[config.mk]
export PLATFORM = sky130hd
export DESIGN_NAME = serial_sample_loader_flat
export DESIGN_NICKNAME = d
export VERILOG_FILES = /design/src/rtl/sample_loader_pkg.sv /design/src/rtl/serial_sample_loader_if.sv /design/src/rtl/serial_sample_loader_byte_timeout_counter.sv /design/src/rtl/serial_sample_loader.sv /design/src/flat_wrapper.sv
export SDC_FILE = /design/constraint.sdc
export NUM_CORES = 2
export LEC_CHECK = 0
export CAP_MARGIN = 10
export CORE_AREA = 4 4 311 313
export CTS_CLUSTER_DIAMETER = 60
export DETAILED_ROUTE_END_ITERATION = 6
export DIE_AREA = 0 0 315 317
export PLACE_DENSITY = 0.66
export SLEW_MARGIN = 10
export SYNTH_ARGS = -nofsm -noshare
export SYNTH_HDL_FRONTEND = slang
export SYNTH_SLANG_ARGS = --single-unit
[constraint.sdc]
create_clock -name iClock -period 5.05 [get_ports iClock]
set_input_delay 0.7575 -clock iClock [delete_from_list [all_inputs] [get_ports iClock]]
set_output_delay 0.7575 -clock iClock [all_outputs]
set_load 0.01 [all_outputs]
[src/rtl/sample_loader_pkg.sv]
// rtl/sample_loader_pkg.sv - shared states, protocol bytes and table type for the sample loader
package sample_loader_pkg;

  typedef enum logic [2:0] {
    WAIT_START,
    GET_COUNT,
    GET_INPUT,
    GET_EXPECTED,
    GET_VALID,
    GET_CHECKSUM,
    SEND_ACK,
    READY
  } loaderState_t;

  localparam logic [7:0] START_BYTE = 8'hA5;
  localparam logic [7:0] ACK_BYTE   = 8'h06;
  localparam logic [7:0] NAK_BYTE   = 8'h15;

  localparam int DEFAULT_NUM_SAMPLES = 32;

  typedef logic [DEFAULT_NUM_SAMPLES-1:0][7:0] sampleTable_t;

  // A frame must carry at least one sample and no more than the table holds.
  function automatic logic countOk(input logic [7:0] count, input int maxSamples);
    return (count != 8'd0) && (int'(count) <= maxSamples);
  endfunction

endpackage

[src/rtl/serial_sample_loader_if.sv]
// rtl/serial_sample_loader_if.sv - UART byte stream and response handshake between host link and loader
interface serial_sample_loader_if;

  logic [7:0] iRxByte;
  logic       iRxValid;
  logic       iTxBusy;
  logic [7:0] oTxByte;
  logic       oTxValid;

  modport master (
    output iRxByte,
    output iRxValid,
    output iTxBusy,
    input  oTxByte,
    input  oTxValid
  );

  modport slave (
    input  iRxByte,
    input  iRxValid,
    input  iTxBusy,
    output oTxByte,
    output oTxValid
  );

endinterface

[src/rtl/serial_sample_loader_byte_timeout_counter.sv]
// rtl/serial_sample_loader_byte_timeout_counter.sv - idle-cycle counter raising a one-cycle expiry pulse
module byte_timeout_counter #(
  parameter int TIMEOUT_CYCLES = 1_000_000
) (
  input  logic iClock,
  input  logic iReset,
  input  logic iClear,
  input  logic iEnable,
  output logic oExpired
);

  localparam int CNT_W = (TIMEOUT_CYCLES > 1) ? $clog2(TIMEOUT_CYCLES) : 1;
  localparam logic [CNT_W-1:0] TERMINAL = CNT_W'(TIMEOUT_CYCLES - 1);

  logic [CNT_W-1:0] idleCount;

  // A byte in the terminal cycle wins, so clear masks the pulse.
  assign oExpired = iEnable && !iClear && (idleCount == TERMINAL);

  always_ff @(posedge iClock) begin
    if (iReset || iClear || !iEnable || oExpired) begin
      idleCount <= '0;
    end else begin
      idleCount <= idleCount + CNT_W'(1);
    end
  end

endmodule

[src/rtl/serial_sample_loader.sv]
// rtl/serial_sample_loader.sv - parses checked sample frames into the table and answers ACK/NAK
module serial_sample_loader
  import sample_loader_pkg::*;
#(
  parameter int NUM_SAMPLES    = 32,
  parameter int TIMEOUT_CYCLES = 1_000_000
) (
  input  logic                         iClock,
  input  logic                         iReset,
  serial_sample_loader_if.slave        uart,
  input  logic                         iTableConsumed,
  output logic [NUM_SAMPLES-1:0][7:0]  oInputSequences,
  output logic [NUM_SAMPLES-1:0][7:0]  oExpectedOutputs,
  output logic [NUM_SAMPLES-1:0][7:0]  oValidOutputs,
  output logic [7:0]                   oSequencesToProcess,
  output logic                         oTableReady,
  output logic                         oFrameError
);

  localparam int IDX_W = (NUM_SAMPLES > 1) ? $clog2(NUM_SAMPLES) : 1;

  loaderState_t     state;
  logic [7:0]       runningSum;
  logic [7:0]       sampleIndex;
  logic [7:0]       nextSum;
  logic [7:0]       nextIndex;
  logic [IDX_W-1:0] writeIndex;
  logic             inFrame;
  logic             timeoutExpired;

  assign inFrame    = (state == GET_COUNT) || (state == GET_INPUT) || (state == GET_EXPECTED)
                   || (state == GET_VALID) || (state == GET_CHECKSUM);
  assign nextSum    = runningSum + uart.iRxByte;
  assign nextIndex  = sampleIndex + 8'd1;
  assign writeIndex = sampleIndex[IDX_W-1:0];

  byte_timeout_counter #(
    .TIMEOUT_CYCLES (TIMEOUT_CYCLES)
  ) uTimeout (
    .iClock   (iClock),
    .iReset   (iReset),
    .iClear   (uart.iRxValid),
    .iEnable  (inFrame),
    .oExpired (timeoutExpired)
  );

  always_ff @(posedge iClock) begin
    if (iReset) begin
      state               <= WAIT_START;
      runningSum          <= '0;
      sampleIndex         <= '0;
      oInputSequences     <= '0;
      oExpectedOutputs    <= '0;
      oValidOutputs       <= '0;
      oSequencesToProcess <= '0;
      uart.oTxByte        <= '0;
      uart.oTxValid       <= 1'b0;
      oTableReady         <= 1'b0;
      oFrameError         <= 1'b0;
    end else begin
      case (state)
        WAIT_START: begin
          if (uart.iRxValid && (uart.iRxByte == START_BYTE)) begin
            runningSum  <= '0;
            oFrameError <= 1'b0;
            state       <= GET_COUNT;
          end
        end

        GET_COUNT: begin
          if (uart.iRxValid) begin
            if (!countOk(uart.iRxByte, NUM_SAMPLES)) begin
              uart.oTxByte  <= NAK_BYTE;
              uart.oTxValid <= 1'b1;
              state         <= SEND_ACK;
            end else begin
              oSequencesToProcess <= uart.iRxByte;
              oValidOutputs       <= '0;
              sampleIndex         <= '0;
              runningSum          <= nextSum;
              state               <= GET_INPUT;
            end
          end else if (timeoutExpired) begin
            uart.oTxByte  <= NAK_BYTE;
            uart.oTxValid <= 1'b1;
            state         <= SEND_ACK;
          end
        end

        GET_INPUT: begin
          if (uart.iRxValid) begin
            oInputSequences[writeIndex] <= uart.iRxByte;
            runningSum                  <= nextSum;
            state                       <= GET_EXPECTED;
          end else if (timeoutExpired) begin
            uart.oTxByte  <= NAK_BYTE;
            uart.oTxValid <= 1'b1;
            state         <= SEND_ACK;
          end
        end

        GET_EXPECTED: begin
          if (uart.iRxValid) begin
            oExpectedOutputs[writeIndex] <= uart.iRxByte;
            runningSum                   <= nextSum;
            state                        <= GET_VALID;
          end else if (timeoutExpired) begin
            uart.oTxByte  <= NAK_BYTE;
            uart.oTxValid <= 1'b1;
            state         <= SEND_ACK;
          end
        end

        GET_VALID: begin
          if (uart.iRxValid) begin
            oValidOutputs[writeIndex] <= uart.iRxByte;
            runningSum                <= nextSum;
            sampleIndex               <= nextIndex;
            state <= (nextIndex == oSequencesToProcess) ? GET_CHECKSUM : GET_INPUT;
          end else if (timeoutExpired) begin
            uart.oTxByte  <= NAK_BYTE;
            uart.oTxValid <= 1'b1;
            state         <= SEND_ACK;
          end
        end

        GET_CHECKSUM: begin
          if (uart.iRxValid) begin
            uart.oTxByte  <= (nextSum == 8'd0) ? ACK_BYTE : NAK_BYTE;
            uart.oTxValid <= 1'b1;
            state         <= SEND_ACK;
          end else if (timeoutExpired) begin
            uart.oTxByte  <= NAK_BYTE;
            uart.oTxValid <= 1'b1;
            state         <= SEND_ACK;
          end
        end

        // Received bytes are dropped here; the response byte is held until the UART takes it.
        SEND_ACK: begin
          if (!uart.iTxBusy) begin
            uart.oTxValid <= 1'b0;
            if (uart.oTxByte == ACK_BYTE) begin
              oTableReady <= 1'b1;
              state       <= READY;
            end else begin
              oFrameError <= 1'b1;
              state       <= WAIT_START;
            end
          end
        end

        READY: begin
          if (iTableConsumed) begin
            oTableReady <= 1'b0;
            state       <= WAIT_START;
          end
        end

        default: state <= WAIT_START;
      endcase
    end
  end

endmodule

[src/flat_wrapper.sv]
// flat-port wrapper written by rule: the top's interface ports become plain ports
module serial_sample_loader_flat import sample_loader_pkg::*;
#(
  parameter int NUM_SAMPLES    = 32,
  parameter int TIMEOUT_CYCLES = 1_000_000
)
  (iClock, iReset, iTableConsumed, oInputSequences, oExpectedOutputs, oValidOutputs, oSequencesToProcess, oTableReady, oFrameError, uart_iRxByte, uart_iRxValid, uart_iTxBusy, uart_oTxByte, uart_oTxValid);
  serial_sample_loader_if uart_i ();
  input  logic iClock;
  input  logic iReset;
  input  logic iTableConsumed;
  output logic [NUM_SAMPLES-1:0][7:0] oInputSequences;
  output logic [NUM_SAMPLES-1:0][7:0] oExpectedOutputs;
  output logic [NUM_SAMPLES-1:0][7:0] oValidOutputs;
  output logic [7:0] oSequencesToProcess;
  output logic oTableReady;
  output logic oFrameError;
  input wire logic [$bits(uart_i.iRxByte)-1:0] uart_iRxByte;
  input wire logic [$bits(uart_i.iRxValid)-1:0] uart_iRxValid;
  input wire logic [$bits(uart_i.iTxBusy)-1:0] uart_iTxBusy;
  output wire logic [$bits(uart_i.oTxByte)-1:0] uart_oTxByte;
  output wire logic [$bits(uart_i.oTxValid)-1:0] uart_oTxValid;
  assign uart_i.iRxByte = uart_iRxByte;
  assign uart_i.iRxValid = uart_iRxValid;
  assign uart_i.iTxBusy = uart_iTxBusy;
  assign uart_oTxByte = uart_i.oTxByte;
  assign uart_oTxValid = uart_i.oTxValid;
  serial_sample_loader #(.NUM_SAMPLES(NUM_SAMPLES), .TIMEOUT_CYCLES(TIMEOUT_CYCLES)) u_core (.iClock(iClock), .iReset(iReset), .uart(uart_i), .iTableConsumed(iTableConsumed), .oInputSequences(oInputSequences), .oExpectedOutputs(oExpectedOutputs), .oValidOutputs(oValidOutputs), .oSequencesToProcess(oSequencesToProcess), .oTableReady(oTableReady), .oFrameError(oFrameError));
endmodule
==> flow_summary_export.csv <==
group,metric,value,unit
global_route,antenna_found_initial,3,
critical_path,reg2reg_to,"u_core.oInputSequences[154]",
routing,top_layer,"met4",
synthesis,async_reset_ff_share,0,%
clock_network,numCtsBuffers,91,
outcome,status,"complete, no violations",
timing,rsz0062_at_grt,"false",
die,fp-row-count,113,
die,coreArea,0.09430,mm2
placed_design,port_buffers,799,
synthesis,yosysSeqAreaShare,53.63,%
critical_path,worstPathArrival,3.82,ns
synthesis,synth_fa_ha_area_share,0.5518,%
routing,via_per_inst,5.166,
synthesis,synth_edf_count,0,
timing,slew_headroom,12.03,%
critical_path,cp.required,5.55,ns
timing,timing.fmax,0.3011,GHz
placed_design,post-dp-hpwl,87.14,mm
timing,whs,0.4521,ns
die,die_area,0.09986,mm2
critical_path,path_class,"flop to flop",
routing,vias,29850,
critical_path,critPathMaxFanout,19,
critical_path,start_kind,"flop",
timing,finalMaxSlewViolations,0,
clock_network,clock-root-buffer,"clkbuf_16",
routing,initialDrtViolationCount,2904,
power_and_ir_drop,pwr-share-comb,2.1,%
critical_path,rrSetupSlack,1.73,ns
synthesis,syn-cell-area,0.03084,mm2
clock_network,clk_path_buf_depth,3,
job,maxCapViolations,0,
finish,antenna_cells,0,
critical_path,timing.rr.start,"u_core.sampleIndex[0]",
timing,fin_tns_setup,0,ns
power_and_ir_drop,cellPowerDensity,316.9,mW/mm2
placed_design,place_congestion,0.8458,
timing,min_period,3.321,ns
timing,fin_skew,0.01709,ns
hold_path,worstHoldEndpoint,"u_core.oInputSequences[111]",
hold_path,hp-class,"flop to flop",
synthesis,muxShareOfSynthArea,4.674,%
routing,drc,0,
die,fp.dieH,317,um
clock_network,cts.clk_slew.worst_paths,0.06,ns
clock_network,cts_tree,"done",
routing,antenna_left,0,
power_and_ir_drop,ir_worst_vdd,0.2533,mV
global_route,grt.total_usage,24.66,%
die,initial_core_util,32.70,%
timing,worst_slew_pin_slew,1.309,ns
critical_path,path_cells,"ha_1 -> nand2_1 -> nor2_2 -> nand2_1 -> nand2_1 -> a21oi_1",
power_and_ir_drop,p_leak,13.65,nW
finish,drive_gt1_share,6.159,%
clock_network,htreeDepth,3,
global_route,grt_pass1_vias,28100,
synthesis,synth_compound_area_share,16.22,%
synthesis,ys_warn_count,0,
synthesis,synth_cell_types,62,
routing,first_pass_iters,6,
routing,met2WireLength,62.07,mm
synthesis,yosys.area_share.simple,20.06,%
hold_path,hp-start,"u_core.oInputSequences[111]",
finish,layout.nets,4463,
die,pin_count,800,
routing,wl_met3,11.21,mm
power_and_ir_drop,clockPowerShare,50.2,%
clock_network,cts_hold_buf,0,
routing,wire_per_inst,22.59,um
clock_network,cts_setup_buffers,0,
critical_path,worstRegToRegCells,6,
power_and_ir_drop,p_int,10.56,mW
global_route,grt_pass1_wl,186.9,mm
global_route,grt_max_degree,157,
clock_network,clk_latency,0.68,ns
critical_path,max_stage_delay,0.94,ns
finish,syn_to_final_growth,39.72,%
synthesis,synth_xor_area_share,0.9089,%
clock_network,numClockSinks,826,
clock_network,cts_resized,0,
synthesis,synth-seq-cells,826,
critical_path,cpMaxStageDelayCell,"nor2_2",
synthesis,synth_ff_type,"dfxtp_1",
global_route,overflow,0,
die,die_w,315,um
synthesis,synth_cells,3773,
critical_path,crit_path_end_kind,"flop",
finish,final_util,45.68,%
timing,setup_viol,0,
critical_path,crit_top_cell,"nand2_1",
routing,finalWirelength,130.5,mm
timing,final_hold_viol_count,0,
routing,m1WireLength,51.86,mm
timing,finalCritPeriodShare,65.77,%
power_and_ir_drop,sw_frac_of_total,22.64,%
synthesis,synth.avg_cell_area,8.173,um2
power_and_ir_drop,power_switching,3.091,mW
synthesis,synth_top_family_by_area,"simple AND/OR/NAND/NOR gates",
power_and_ir_drop,share_seq_of_total_power,47.7,%
synthesis,syn_nets,3799,
hold_path,holdPathStages,2,
## logic make-up after synthesis
family | Yosys count
muxes | 144
buffers and inverters | 312
xor gates and xnor gates | 32
and+or+nand+nor | 1477
adders and majority gates | 13
DFF | 826
AOI/OAI and AO/OA | 969
## synth_stat cells, drive strengths merged (7+ instances only)
master | number | share of area [%]
nand2 | 916 | 11
dfxtp | 826 | 54
a21oi | 654 | 11
o21ai | 269 | 4.4
clkbuf | 251 | 3.1
nor2 | 238 | 2.9
nand3 | 202 | 3.3
mux2i | 144 | 4.7
buf | 49 | 0.76
nor3 | 48 | 1.0
xnor2 | 19 | 0.54
nand2b | 16 | 0.32
xor2 | 13 | 0.37
and3 | 12 | 0.24
ha | 12 | 0.49
inv | 10 | 0.12
nand4 | 9 | 0.18
nor4 | 7 | 0.18
## state kept, by name (all words and copies together), names as in the netlist
signal                      count
u_core.oExpectedOutputs       256
u_core.oInputSequences        256
u_core.oValidOutputs          256
u_core.uTimeout.idleCount      20
u_core.oSequencesToProcess      8
u_core.runningSum               8
u_core.sampleIndex              8
u_core.uart.oTxByte             8
u_core.state                    3
u_core.oFrameError              1
u_core.oTableReady              1
u_core.uart.oTxValid            1
## per-layer routing
metal	global-route usage [%]	up-vias
met5	0	-
met3	7.136	257
li1	-	14040
met2	41.65	1273
met1	29.74	14280
met4	9.440	0
## worst max-delay path by stage
stage | start | end | slack (ns) | depth (start not counted)
6_report | u_core.sampleIndex[0] | u_core.oInputSequences[154] | 1.73 | 6
5_1_grt | u_core.sampleIndex[0] | u_core.oValidOutputs[155] | 1.43 | 6
4_1_cts | u_core.sampleIndex[0] | u_core.oInputSequences[154] | 1.69 | 6
3_5_place_dp | uart_iRxValid | u_core.oInputSequences[97] | 1.41 | 8
3_3_place_gp | uart_iRxValid | u_core.oInputSequences[97] | 1.39 | 8
2_1_floorplan | uart_iRxByte[0] | u_core.uart.oTxByte[1] | 2.26 | 8
## critical path: cells and delay by family (launching register included)
family / cells / cell delay [ns]
simple gates: 4 / 2.16
flops: 1 / 0.49
fa+ha+maj: 1 / 0.40
compound gates: 1 / 0.07
## placed cells by master, fill, tap and decap left out, types with 6 or more instances in the layout
| master | n |
|---|---|
| nand2_1 | 915 |
| dfxtp_1 | 826 |
| clkdlybuf4s50_1 | 790 |
| a21oi_1 | 653 |
| o21ai_0 | 261 |
| nor2_1 | 222 |
| nand3_1 | 202 |
| mux2i_1 | 144 |
| clkbuf_16 | 92 |
| buf_4 | 72 |
| nor3_1 | 29 |
| clkbuf_1 | 23 |
| clkbuf_8 | 20 |
| nor3_2 | 19 |
| xnor2_1 | 19 |
| nand2b_1 | 16 |
| clkinv_2 | 15 |
| xor2_1 | 13 |
| ha_1 | 12 |
| nor2_2 | 11 |
| and3_1 | 11 |
| inv_1 | 9 |
| nand4_1 | 9 |
| buf_12 | 8 |
| o21ai_1 | 7 |
| a211oi_1 | 6 |
| a311oi_1 | 6 |
| bufinv_16 | 6 |
## power groups by stage
stage	Sequential (mW)	Clock (mW)	Combinational, mW
after floorplan	6.66	0	0.166
after global placement	6.66	0	0.289
after detailed placement	6.66	0	0.289
after CTS	6.52	6.96	0.288
after global routing	6.51	7.23	0.304
final	6.52	6.85	0.288
## metrics by stage
stage,power [mW],area (um2),cells,worst slack [ns]
floorplan,6.827,30840,3773,2.263
global placement,6.950,39950,5609,1.390
detailed placement,6.950,39950,5609,1.412
CTS,13.76,43070,5779,1.688
global route,14.05,43080,5779,1.430
finish,13.65,43080,5779,1.729
## cell type report
type	count	area [um2]
Sequential cell	826	16540
Inverter	12	45.04
Timing Repair Buffer	871	8623
Clock buffer	135	2664
Multi-Input combinational cell	2635	13180
Clock inverter	35	449.2
Fill cell	9092	51220
Tap cell	1265	1583
(Power assumes the default switching activity.)
